`config.mk`:
```
export PLATFORM = sky130hd
export DESIGN_NAME = pong_engine
export DESIGN_NICKNAME = d
export VERILOG_FILES = /design/src/rtl/pong_engine.sv
export SDC_FILE = /design/constraint.sdc
export NUM_CORES = 1
export LEC_CHECK = 0
export ABC_AREA = 1
export CAP_MARGIN = 20
export CORE_MARGIN = 1
export CORE_UTILIZATION = 60
export DETAILED_ROUTE_END_ITERATION = 12
export GPL_TIMING_DRIVEN = 0
export PLACE_DENSITY_LB_ADDON = 0.2
export RECOVER_POWER = 50
export SETUP_SLACK_MARGIN = 0.4
export SLEW_MARGIN = 40
export SYNTH_ARGS = -nofsm -noshare
export SYNTH_HDL_FRONTEND = slang
export SYNTH_SLANG_ARGS = --single-unit
export TNS_END_PERCENT = 30
```
`constraint.sdc`:
```
create_clock -name CLK -period 5 [get_ports CLK]
set_input_delay 0.75 -clock CLK [delete_from_list [all_inputs] [get_ports CLK]]
set_output_delay 0.75 -clock CLK [all_outputs]
set_load 0.01 [all_outputs]
```
`src/rtl/pong_engine.sv`:
```
// pong_engine
// Two-player Pong game core. Keeps paddle, ball, score and game-state
// registers, advances them once per frame and renders a 1-bit object mask
// for the raster position supplied by the VGA timing generator.
//
// Ports
//   CLK, RESET         : single clock, synchronous active-high reset
//   in_animate         : one-cycle end-of-frame strobe; all motion happens here
//   in_x, in_y         : current raster position (in_y zero-extended to 11 bits)
//   in_l_up/in_l_dn    : left paddle controls (level)
//   in_r_up/in_r_dn    : right paddle controls (level)
//   in_start           : start / restart request (level)
//   out_pixel          : raster position lies on a paddle or on the ball
//   out_score_l/_r     : player scores
//   out_state          : 0 IDLE, 1 SERVE, 2 PLAY, 3 GAMEOVER (also the FSM debug view)
//
// Strobe semantics: there is no handshake. in_animate is a qualifier sampled
// on the same CLK edge that commits the frame update; a pulse is consumed
// whenever it is high, and nothing is stalled or acknowledged.

module pong_engine #(
  parameter int H_RES        = 640,
  parameter int V_RES        = 480,
  parameter int PAD_LEN      = 180,
  parameter int PAD_W        = 20,
  parameter int BALL_SIZE    = 20,
  parameter int PAD_SPEED    = 4,
  parameter int BALL_SPEED   = 2,
  parameter int WIN_SCORE    = 9,
  parameter int SERVE_FRAMES = 60,
  parameter int SCORE_W      = 4
) (
  input  logic               CLK,
  input  logic               RESET,
  input  logic               in_animate,
  input  logic [9:0]         in_x,
  input  logic [8:0]         in_y,
  input  logic               in_l_up,
  input  logic               in_l_dn,
  input  logic               in_r_up,
  input  logic               in_r_dn,
  input  logic               in_start,
  output logic               out_pixel,
  output logic [SCORE_W-1:0] out_score_l,
  output logic [SCORE_W-1:0] out_score_r,
  output logic [1:0]         out_state
);

  localparam logic [1:0] S_IDLE     = 2'd0;
  localparam logic [1:0] S_SERVE    = 2'd1;
  localparam logic [1:0] S_PLAY     = 2'd2;
  localparam logic [1:0] S_GAMEOVER = 2'd3;

  localparam int CNT_W = (SERVE_FRAMES < 2) ? 1 : $clog2(SERVE_FRAMES + 1);

  localparam logic [10:0] K_H_RES   = 11'(H_RES);
  localparam logic [10:0] K_PAD_LEN = 11'(PAD_LEN);
  localparam logic [10:0] K_PAD_W   = 11'(PAD_W);
  localparam logic [10:0] K_BALL    = 11'(BALL_SIZE);
  localparam logic [10:0] K_PSPD    = 11'(PAD_SPEED);
  localparam logic [10:0] K_BSPD    = 11'(BALL_SPEED);
  localparam logic [10:0] K_PAD_MAX = 11'(V_RES - PAD_LEN);
  localparam logic [10:0] K_BY_MAX  = 11'(V_RES - BALL_SIZE);
  localparam logic [10:0] K_BX_R    = 11'(H_RES - PAD_W - BALL_SIZE);
  localparam logic [10:0] K_L_ZONE  = 11'(PAD_W + BALL_SPEED);
  localparam logic [10:0] K_R_EDGE  = 11'(H_RES - PAD_W);
  localparam logic [10:0] K_PY0     = 11'((V_RES - PAD_LEN) / 2);
  localparam logic [10:0] K_BX0     = 11'((H_RES - BALL_SIZE) / 2);
  localparam logic [10:0] K_BY0     = 11'((V_RES - BALL_SIZE) / 2);

  localparam logic [CNT_W-1:0]   K_SERVE   = CNT_W'(SERVE_FRAMES);
  localparam logic [CNT_W-1:0]   K_CNT_ONE = CNT_W'(1);
  localparam logic [SCORE_W-1:0] K_WIN     = SCORE_W'(WIN_SCORE);
  localparam logic [SCORE_W-1:0] K_SC_ONE  = SCORE_W'(1);

  logic [1:0]         state, state_n;
  logic [10:0]        ly, ry, bx, by;
  logic [10:0]        ly_n, ry_n, bx_n, by_n;
  logic               dx, dy, dx_n, dy_n;
  logic [SCORE_W-1:0] score_l, score_r, score_l_n, score_r_n;
  logic [CNT_W-1:0]   cnt, cnt_n;

  // One paddle step; the clamp is taken before the subtraction so the
  // unsigned position can never wrap below zero.
  function automatic logic [10:0] pad_step(input logic [10:0] y,
                                           input logic up, input logic dn);
    logic [10:0] r;
    r = y;
    if (up && !dn) begin
      r = (y < K_PSPD) ? 11'd0 : (y - K_PSPD);
    end else if (dn && !up) begin
      r = ((y + K_PSPD) > K_PAD_MAX) ? K_PAD_MAX : (y + K_PSPD);
    end
    return r;
  endfunction

  // Candidate vertical move for this frame; discarded on a miss.
  logic [10:0] by_v;
  logic        dy_v;

  always_comb begin
    by_v = by;
    dy_v = dy;
    if (dy) begin
      if ((by + K_BSPD) >= K_BY_MAX) begin
        by_v = K_BY_MAX;
        dy_v = 1'b0;
      end else begin
        by_v = by + K_BSPD;
      end
    end else begin
      if (by <= K_BSPD) begin
        by_v = 11'd0;
        dy_v = 1'b1;
      end else begin
        by_v = by - K_BSPD;
      end
    end
  end

  // Collision terms use the paddle and ball positions from before this frame.
  logic hit_l, hit_r, zone_l, zone_r;
  logic [SCORE_W-1:0] score_l_inc, score_r_inc;

  assign hit_l  = ((by + K_BALL) > ly) && (by < (ly + K_PAD_LEN));
  assign hit_r  = ((by + K_BALL) > ry) && (by < (ry + K_PAD_LEN));
  assign zone_r = dx  && ((bx + K_BSPD) >= K_BX_R);
  assign zone_l = !dx && (bx <= K_L_ZONE);

  assign score_l_inc = (score_l >= K_WIN) ? K_WIN : (score_l + K_SC_ONE);
  assign score_r_inc = (score_r >= K_WIN) ? K_WIN : (score_r + K_SC_ONE);

  always_comb begin
    state_n   = state;
    ly_n      = ly;
    ry_n      = ry;
    bx_n      = bx;
    by_n      = by;
    dx_n      = dx;
    dy_n      = dy;
    score_l_n = score_l;
    score_r_n = score_r;
    cnt_n     = cnt;

    case (state)
      S_IDLE: begin
        // A coincident animate pulse is not counted against the serve delay.
        if (in_start) begin
          state_n = S_SERVE;
          cnt_n   = K_SERVE;
        end
      end

      S_SERVE: begin
        if (in_animate) begin
          ly_n  = pad_step(ly, in_l_up, in_l_dn);
          ry_n  = pad_step(ry, in_r_up, in_r_dn);
          cnt_n = cnt - K_CNT_ONE;
          if (cnt <= K_CNT_ONE) begin
            state_n = S_PLAY;
          end
        end
      end

      S_PLAY: begin
        if (in_animate) begin
          ly_n = pad_step(ly, in_l_up, in_l_dn);
          ry_n = pad_step(ry, in_r_up, in_r_dn);
          by_n = by_v;
          dy_n = dy_v;
          if (zone_r) begin
            if (hit_r) begin
              bx_n = K_BX_R;
              dx_n = 1'b0;
            end else begin
              // Right player conceded: left scores, ball heads right next.
              score_l_n = score_l_inc;
              bx_n      = K_BX0;
              by_n      = K_BY0;
              dy_n      = dy;
              dx_n      = 1'b1;
              cnt_n     = K_SERVE;
              state_n   = (score_l_inc == K_WIN) ? S_GAMEOVER : S_SERVE;
            end
          end else if (zone_l) begin
            if (hit_l) begin
              bx_n = K_PAD_W;
              dx_n = 1'b1;
            end else begin
              score_r_n = score_r_inc;
              bx_n      = K_BX0;
              by_n      = K_BY0;
              dy_n      = dy;
              dx_n      = 1'b0;
              cnt_n     = K_SERVE;
              state_n   = (score_r_inc == K_WIN) ? S_GAMEOVER : S_SERVE;
            end
          end else begin
            bx_n = dx ? (bx + K_BSPD) : (bx - K_BSPD);
          end
        end
      end

      S_GAMEOVER: begin
        if (in_start) begin
          score_l_n = '0;
          score_r_n = '0;
          bx_n      = K_BX0;
          by_n      = K_BY0;
          dx_n      = 1'b1;
          dy_n      = 1'b1;
          cnt_n     = K_SERVE;
          state_n   = S_SERVE;
        end
      end

      default: state_n = S_IDLE;
    endcase
  end

  always_ff @(posedge CLK) begin
    if (RESET) begin
      state   <= S_IDLE;
      ly      <= K_PY0;
      ry      <= K_PY0;
      bx      <= K_BX0;
      by      <= K_BY0;
      dx      <= 1'b1;
      dy      <= 1'b1;
      score_l <= '0;
      score_r <= '0;
      cnt     <= '0;
    end else begin
      state   <= state_n;
      ly      <= ly_n;
      ry      <= ry_n;
      bx      <= bx_n;
      by      <= by_n;
      dx      <= dx_n;
      dy      <= dy_n;
      score_l <= score_l_n;
      score_r <= score_r_n;
      cnt     <= cnt_n;
    end
  end

  // Rendering: each object covers [pos, pos+size) on both axes.
  logic [10:0] x, y;
  logic        on_l, on_r, on_b;

  assign x = {1'b0, in_x};
  assign y = {2'b0, in_y};

  assign on_l = (x < K_PAD_W) && (y >= ly) && (y < (ly + K_PAD_LEN));
  assign on_r = (x >= K_R_EDGE) && (x < K_H_RES) && (y >= ry) && (y < (ry + K_PAD_LEN));
  assign on_b = (x >= bx) && (x < (bx + K_BALL)) && (y >= by) && (y < (by + K_BALL));

  assign out_pixel   = on_l | on_r | on_b;
  assign out_score_l = score_l;
  assign out_score_r = score_r;
  assign out_state   = state;

endmodule

```
==> After elaboration in Yosys (flattened, before gate mapping) <==
Index checks and enable logic that the tools add are counted.
{ "totals": {"wordCells": 182, "regBits": 62, "in_bits": 27, "output_inout_bits": 11} }
{ "classes": {"muxes": 73, "magnitude_cmp": 26, "bitwise_logic": 2, "eq_ne": 20, "n_reduce_logical": 36, "add_sub_neg": 15} }
{ "op_table": {"columns": ["op", "n"], "rows": [
  ["$mux 11", 22],
  ["$pmux 11 s2", 2],
  ["$mux 6", 7],
  ["$mux 4", 10],
  ["$ge 9x11->1", 3],
  ["$lt 9x11->1", 3],
  ["$add 11x2->11 const B", 2],
  ["$add 11x3->11 const B", 2],
  ["$add 11x5->11 const B", 2],
  ["$add 11x8->11 const B", 2],
  ["$gt 11x11->1", 2],
  ["$gt 11x9->1 const B", 2],
  ["$lt 11x11->1", 2],
  ["$lt 11x3->1 const B", 2],
  ["$sub 11x2->11 const B", 2],
  ["$sub 11x3->11 const B", 2],
  ["$mux 2", 10],
  ["$ne 2x2->1 const B", 9],
  ["$pmux 6 s3", 1],
  ["$logic_and 1x1->1", 16],
  ["$pmux 4 s2", 2],
  ["$mux 1", 14],
  ["$ne 3x3->1 const B", 4],
  ["$reduce_and 6->1", 2],
  ["other kinds (31)", 47]
]} }

==> Depth between registers and ports, before layout <==
Gate-level depths: netlist (run 1).
{ "depth": {"depth_word": 9, "depth_mapped": 22, "depth_no_buf": 22} }

==> Worst setup path before layout (run 1) <==
Ideal clock, no wire load.
{ "synth_timing": {"path_kind": "register to output", "start": "register by[2]", "end": "output port out_pixel", "arrival_time_ps": 2012, "setup_slack_ps": 2238, "t_required_ps": 4250, "n_path_buf": 0, "path_stages_with_launch": 12, "path_cell_list": "dfxtp_1 > ha_1 > o21ai_0 > xor2_1 > ha_1 > a21oi_1 > o21ai_0 > o211ai_1 > nand3b_1 > a21oi_1 > nand2_1 > nand2_1"} }
{ "synth_between": {"elab_chain_cells": 4, "elab_cells_between_ends": 6, "classes_between": "add/sub: 1; order compare: 2; bitwise: 1; reduce/logical: 2"} }
{ "synth_rtl": {"columns": ["item", "line", "text"], "rows": [
  ["start, declared", "77", "logic [10:0] ly, ry, bx, by;"],
  ["start signal, assigned", "238", "by <= by_n;"],
  ["$add 11x5->11 / $ge 9x11->1 (equally long branches)", "256", "assign on_b = (x >= bx) && (x < (bx + K_BALL)) && (y >= by) && (y < (by + K_BALL));"],
  ["$lt 9x11->1 / $logic_and 1x1->1 (equally long branches)", "256", null],
  ["$logic_and 1x1->1 (*)", "256", null],
  ["$or 1x1->1 (*)", "258", "assign out_pixel = on_l | on_r | on_b;"],
  ["end, declared", "43", "output logic out_pixel,"]
]} }
Mark *: on every way between the ends. The rest lies on a longest branch, timed or not.

==> Worst setup path after layout (run 1) <==
Same ends and word-level chain as after synthesis.

==> results of run 1 <==
==> worst max path at each step <==
| stage | startpoint | end | slack (ns) | cells after the start |
|---|---|---|---|---|
| after floorplan | by[2] | out_pixel | 2.24 | 11 |
| final | by[2] | out_pixel | 0.67 | 12 |
| after detailed placement | in_y[6] | out_pixel | 0.92 | 11 |
| after global placement | in_y[6] | out_pixel | 0.93 | 11 |
| after global routing | by[2] | out_pixel | 0.36 | 12 |
| after CTS | by[2] | out_pixel | 0.64 | 12 |
==> layout make-up <==
class                   instances  area, µm²  share of cell area
plain buffers                  29      148.9             0.01752
clock buffers                  10      229.0             0.02694
clock inverters                 6      90.09             0.01060
inverters                     143      536.8             0.06315
multi-input cells             945       5753              0.6769
flip-flops and latches         59       1181              0.1390
well taps                     168      210.2             0.02473
repair buffers                 35      350.3             0.04122
==> cells by family (layout without fill, tap and decap cells) <==
group / count (synthesis) / count (layout) / share of synthesized area
AO/OA/AOI/OAI: 227 / 227 / 0.1620
XOR/XNOR: 53 / 53 / 0.06161
adder cells (fa/ha/maj): 133 / 133 / 0.2174
buffers and inverters: 172 / 223 / 0.08972
flip-flops: 59 / 59 / 0.1543
AND/OR/NAND/NOR: 532 / 532 / 0.3151
==> layer usage <==
metal | global-route usage | vias up
met1 | 0.4026 | 3652
met5 | 0 | -
li1 | - | 4010
met2 | 0.5932 | 269
met3 | 0.04850 | 60
met4 | 0.1775 | 0
==> flip-flops by register name, summed over array words and instances, names as in the netlist <==
register / flops
out_score_r: 4
ry: 10
out_state: 2
ly: 10
out_score_l: 4
cnt: 6
dy: 1
bx: 10
by: 11
dx: 1
==> cell usage after synthesis (6+ instances only) <==
cell type  instances
nand2_1          262
ha_1             133
inv_1            131
nor2_1           118
a21oi_1           95
o21ai_0           89
nand3_1           63
dfxtp_1           59
xor2_1            48
nand4_1           23
nor3_1            16
buf_2             11
nand2_2           11
inv_2             10
clkbuf_1           9
o211ai_1           8
a31oi_1            7
buf_4              7
nand3b_1           6
==> critical path, cell delays in order (launching register included) <==
cell and delay, ns:
dfxtp_1 0.57, inv_1 0.33, o21ai_0 0.45, xor2_1 0.27, ha_1 0.29, nand2_1 0.06, o21ai_0 0.09, o211ai_1 0.18
nand3b_1 0.15, a21oi_1 0.16, nand2_1 0.06, nand2_1 0.08, clkdlybuf4s50_1 0.53
==> timing repair <==
item                                    4_1_cts  5_1_grt
hold endpoints to repair                      0        0
endpoints found under the setup margin        0        1
resized for setup                             0        1
==> stage by stage <==
stage                     area, µm²  setup slack (ns)
after floorplan                7656             2.238
after global placement         8217            0.9302
after detailed placement       8217            0.9185
after CTS                      8536            0.6404
after global routing           8499            0.3600
final                          8499            0.6663
==> power groups by stage <==
| stage | registers (mW) | logic [mW] | clock network, mW |
|---|---|---|---|
| final | 0.734 | 2.41 | 0.691 |
| after global placement | 0.736 | 2.33 | 0 |
| after global routing | 0.751 | 2.72 | 0.712 |
| after detailed placement | 0.740 | 2.39 | 0 |
| after CTS | 0.732 | 2.41 | 0.692 |
| after floorplan | 0.702 | 1.81 | 0 |
==> qor.yml, run 1 <==
numCtsBuffers: 9
grt_pass1_wl_mm: 34.85
grtUsageTotal: 0.3392
fmax_mhz: 230.8
wl_met1_mm: 9.392
netlist_area_um2: 7656
dpl.hpwl_mm: 16.93
final.setup.tns_ns: 0
min_path_type: "reg2reg"
antenna_left: 0
vias: 7991
drive_above_1_share: 0.06683
finalWirelength_mm: 21.81
start_util: 0.6269
dp.cells: 1379
synth_edf_count: 0
status: "complete, no violations"
grt_max_degree: 12
synth-async-reset-ratio: 0
wl_met3_mm: 1.248
die_x_um: 115.0
r2r_setup_slack_ns: 1.19
stdcell_count: 1395
reg2reg_depth: 16
setup.worst_path.class: "reg2out"
num_antenna_cells: 0
drcViolationCount: 0
ios: 38
portBuffers: 35
hold_viol: 0
switching_share: 0.5011
max_slew_margin: 0.3554
slew_violations: 0
area_growth_pct: 11.01
cp-end-kind: "output pin"
power_switching_mw: 1.920
vdd_ir_drop_max_v: 0.0002901
whs_ns: 0.4620
hp-start: "ly[1]"
holdPathStages: 2
grt-ovfl-total: 0
gp_congestion: 0.9802
detail_route.wl_per_cell_um: 15.63
path_max_fanout: 8
setup_viol: 0
synth_top_area_frac: 0.2174
synth-seq-cells: 59
dr.max_layer_used: "met4"
p_total_mw: 3.831
wl_met2_mm: 10.30
syn-num-nets: 1336
postCtsHoldBufs: 0
cts_setup_buffers: 0
synth_warnings: 0
cts_num_sinks: 59
period_share: 0.8667
tightest_slew_ns: 0.9595
power_density_nw_per_um2: 450.7
viasPerCell: 5.728
syn_area_per_cell_um2: 6.510
synth_cell_type_count: 51
critPathLaunchType: "register"
final_cell_mix: "263 x nand2_1, 133 x ha_1, 132 x inv_1, 119 x nor2_1, 95 x a21oi_1"
clkTransAtPathRegs_ns: 0.05
synthTopCellsByArea: "ha_1 22%, dfxtp_1 15%, nand2_1 13%"
fin_util: 0.6960
final_common_cell: "nand2_1"
maxCapViolCount: 0
clk_latency_ns: 0.35
r2r-end: "cnt[0]"
cts_tree: "built"
worst_ep_required_time_ns: 4.25
min_period_ns: 4.334
antenna_found_initial: 0
rsz0062_at_grt: "false"
rows: 40
clock_path_buffers: 2
grt_pass1_vias: 7307
intPower_mw: 1.911
finalClockSkew_ns: 0.007648
drtIter0Drc: 562
htree_levels: 3
p_leak_nw: 4.184
nNetsFinal: 1382
min_to: "ly[1]"
p_seq_frac: 0.192
r2r_start: "by[2]"
yosysSeqAreaShare: 0.1543
synth_top_area_cell: "ha_1"
synthCells: 1176
core_area_um2: 12210
root_buffer: "clkbuf_16"
ys.flop_type: "dfxtp_1"
die-height_um: 115.0
clock_power_share: 0.180
cp_data_arrival_time_ns: 3.58
first_pass_iters: 5
dieArea_um2: 13220
p_comb_frac: 0.628
nFillCells: 1104
No activity file was read; power rests on OpenSTA's default activity.
==> run 2: changes to the inputs <==
--- a/config.mk
+++ b/config.mk
@@ -10,6 +10,7 @@
 export CORE_MARGIN = 1
 export CORE_UTILIZATION = 60
 export DETAILED_ROUTE_END_ITERATION = 12
+export DONT_BUFFER_PORTS = 1
 export GPL_TIMING_DRIVEN = 0
 export PLACE_DENSITY_LB_ADDON = 0.2
 export RECOVER_POWER = 50
==> run 2 against run 1 <==
- setup slack better by 0.47 ns
- clock power up 8.4%
- worst hold slack got worse by 0.013 ns
- cell count decreased by 2.6%
- non-clock buffer count shrank 35
- die area did not move
- sequential power up 2%
- first-iteration DRC count up 9.3%
- sequential cell count is the same
- global-route usage fell by 0.40 points
==> qor.yml, run 2 (synthesized netlist as in run 1, its figures left out) <==
largest_reg_flops: 11  # unchanged
cts_tree: "built"
root_buffer: "clkbuf_16"
vdd_ir_drop_max_v: 0.0003661  # +26%
worst_ep_required_time_ns: 4.25  # about the same
drive_above_1_share: 0.06969  # +0.002860
htree_levels: 3  # unchanged
slew_violations: 0  # unchanged
viasPerCell: 5.719  # -0.16%
setup.worst_path.class: "reg2out"
cp-end-kind: "output pin"
crit_top_cell: "nand2_1"
min_period_ns: 3.868  # -0.4655 ns
intPower_mw: 1.937  # +1.4%
grt_pass1_vias: 7207  # -1.4%
power_switching_mw: 1.866  # -2.8%
max_slew_margin: 0.3490  # -0.006481
die_x_um: 115.0  # unchanged
clock_path_buffers: 2  # unchanged
drtIter0Drc: 614  # +9.3%
place_area_um2: 7866  # -4.3%
detail_route.wl_per_cell_um: 15.49  # -0.92%
maxCapViolCount: 0  # unchanged
postCtsHoldBufs: 0  # unchanged
slowest_stage: "dfxtp_1"
p_seq_frac: 0.196  # +0.004
cts-resized-gates: 0  # unchanged
clock_power_share: 0.197  # +0.017
rows: 40  # unchanged
first_pass_iters: 5  # unchanged
p_comb_frac: 0.607  # -0.021
area_growth_pct: 6.880
rsz0062_at_grt: "false"
slowest_delay_ns: 0.57  # about the same
final_common_cell: "nand2_1"
final_cell_mix: "263 x nand2_1, 133 x ha_1, 132 x inv_1, 118 x nor2_1, 95 x a21oi_1"
numCtsBuffers: 9  # unchanged
final.setup.tns_ns: 0  # unchanged
fmax_mhz: 258.5  # +12%
cts_num_sinks: 59  # unchanged
min_path_type: "reg2reg"
path_max_fanout: 8  # unchanged
vias: 7772  # -2.7%
grt_max_degree: 11  # -1
dieArea_um2: 13220  # unchanged
clk_latency_ns: 0.35  # about the same
final_area_um2: 8183  # -3.7%
antenna_found_initial: 0  # unchanged
nFillCells: 1117  # +1.2%
clkTransAtPathRegs_ns: 0.06  # about the same
critPathLaunchType: "register"
start_util: 0.6269  # unchanged
hold_viol: 0  # unchanged
tightest_slew_ns: 0.9691  # +0.009648 ns
cts_setup_buffers: 0  # unchanged
top_register: "by"
core_area_um2: 12210  # unchanged
die-height_um: 115.0  # unchanged
grtUsageTotal: 0.3352  # -0.004032
gp_congestion: 0.9575  # -2.3%
antenna_left: 0  # unchanged
period_share: 0.7736  # -0.09310
num_antenna_cells: 0  # unchanged
drcViolationCount: 0  # unchanged
finalClockSkew_ns: 0.009484  # +0.001836 ns
power_density_nw_per_um2: 464.7  # +3.1%
grt_pass1_wl_mm: 34.47  # -1.1%
ios: 38  # unchanged
path_cells: "inv_1 -> o21ai_0 -> xor2_1 -> ha_1 -> nand2_1 -> o21ai_0 -> o211ai_1 -> nand3b_1 -> a21oi_1 -> nand2_1 -> nand2_1"
portBuffers: 0  # -100%
switching_share: 0.4906  # -0.01056
status: "complete, no violations"
p_leak_nw: 4.038  # -3.5%
grt-ovfl-total: 0  # unchanged
nNetsFinal: 1347  # -2.5%
finalWirelength_mm: 21.05  # -3.5%
setup_viol: 0  # unchanged
dpl.hpwl_mm: 16.69  # -1.4%
cp_data_arrival_time_ns: 3.12  # -0.46 ns
==> run 2: power by group through the flow <==
stage | logic, mW | registers (mW) | clock network (mW)
finish | 2.31 | 0.746 | 0.749
CTS | 2.31 | 0.742 | 0.756
global placement | 2.25 | 0.750 | 0
global route | 2.65 | 0.763 | 0.774
detailed placement | 2.29 | 0.751 | 0
floorplan | 1.81 | 0.702 | 0
==> run 2: worst paths after layout <==
path                            slack, ns  startpoint  depth (start not counted)              to
worst max register to register       1.21       by[2]                         15  out_score_r[1]
worst max-delay path                 1.13       by[2]                         11       out_pixel
worst min-delay path                 0.45       ly[1]                          2           ly[1]
worst min register to register       0.45       ly[1]                          2           ly[1]
==> run 2: cell type report <==
class	instances	area [µm²]	share of cell area
multi-input cells	945	5756	0.7034
flip-flops and latches	59	1181	0.1443
clock inverters	4	97.59	0.01193
well taps	168	210.2	0.02569
inverters	143	536.8	0.06560
clock buffers	11	252.7	0.03089
plain buffers	29	148.9	0.01820
==> run 2: metrics by stage <==
| stage | util | total power, mW | hold slack [ns] | worst slack, ns | instances |
|---|---|---|---|---|---|
| after floorplan | - | 2.510 | 0.4183 | 2.238 | 1176 |
| after global placement | 0.6442 | 2.995 | 0.4285 | 1.351 | 1344 |
| after detailed placement | 0.6442 | 3.038 | 0.4367 | 1.390 | 1344 |
| after CTS | 0.6728 | 3.805 | 0.4498 | 1.174 | 1359 |
| after global routing | 0.6701 | 4.191 | 0.4806 | 0.9724 | 1359 |
| final | 0.6701 | 3.803 | 0.4492 | 1.132 | 1359 |
==> run 2: per-layer routing <==
layer  part of all wire  GRT usage  up-vias
li1                   -          -     3946
met1               0.45     0.4074     3508
met2               0.46     0.5719      253
met3              0.056    0.05957       65
met4              0.038     0.1610        0
met5                  0          0        -
==> run 2: critical path, delay by kind of cell (launching register included) <==
| family | cells | cell delay [ns] |
|---|---|---|
| DFF | 1 | 0.57 |
| and+or+nand+nor | 4 | 0.40 |
| xor gates and xnor gates | 1 | 0.27 |
| adders and majority gates | 1 | 0.29 |
| AOI/OAI and AO/OA | 4 | 0.90 |
| buffers and inverters | 1 | 0.32 |
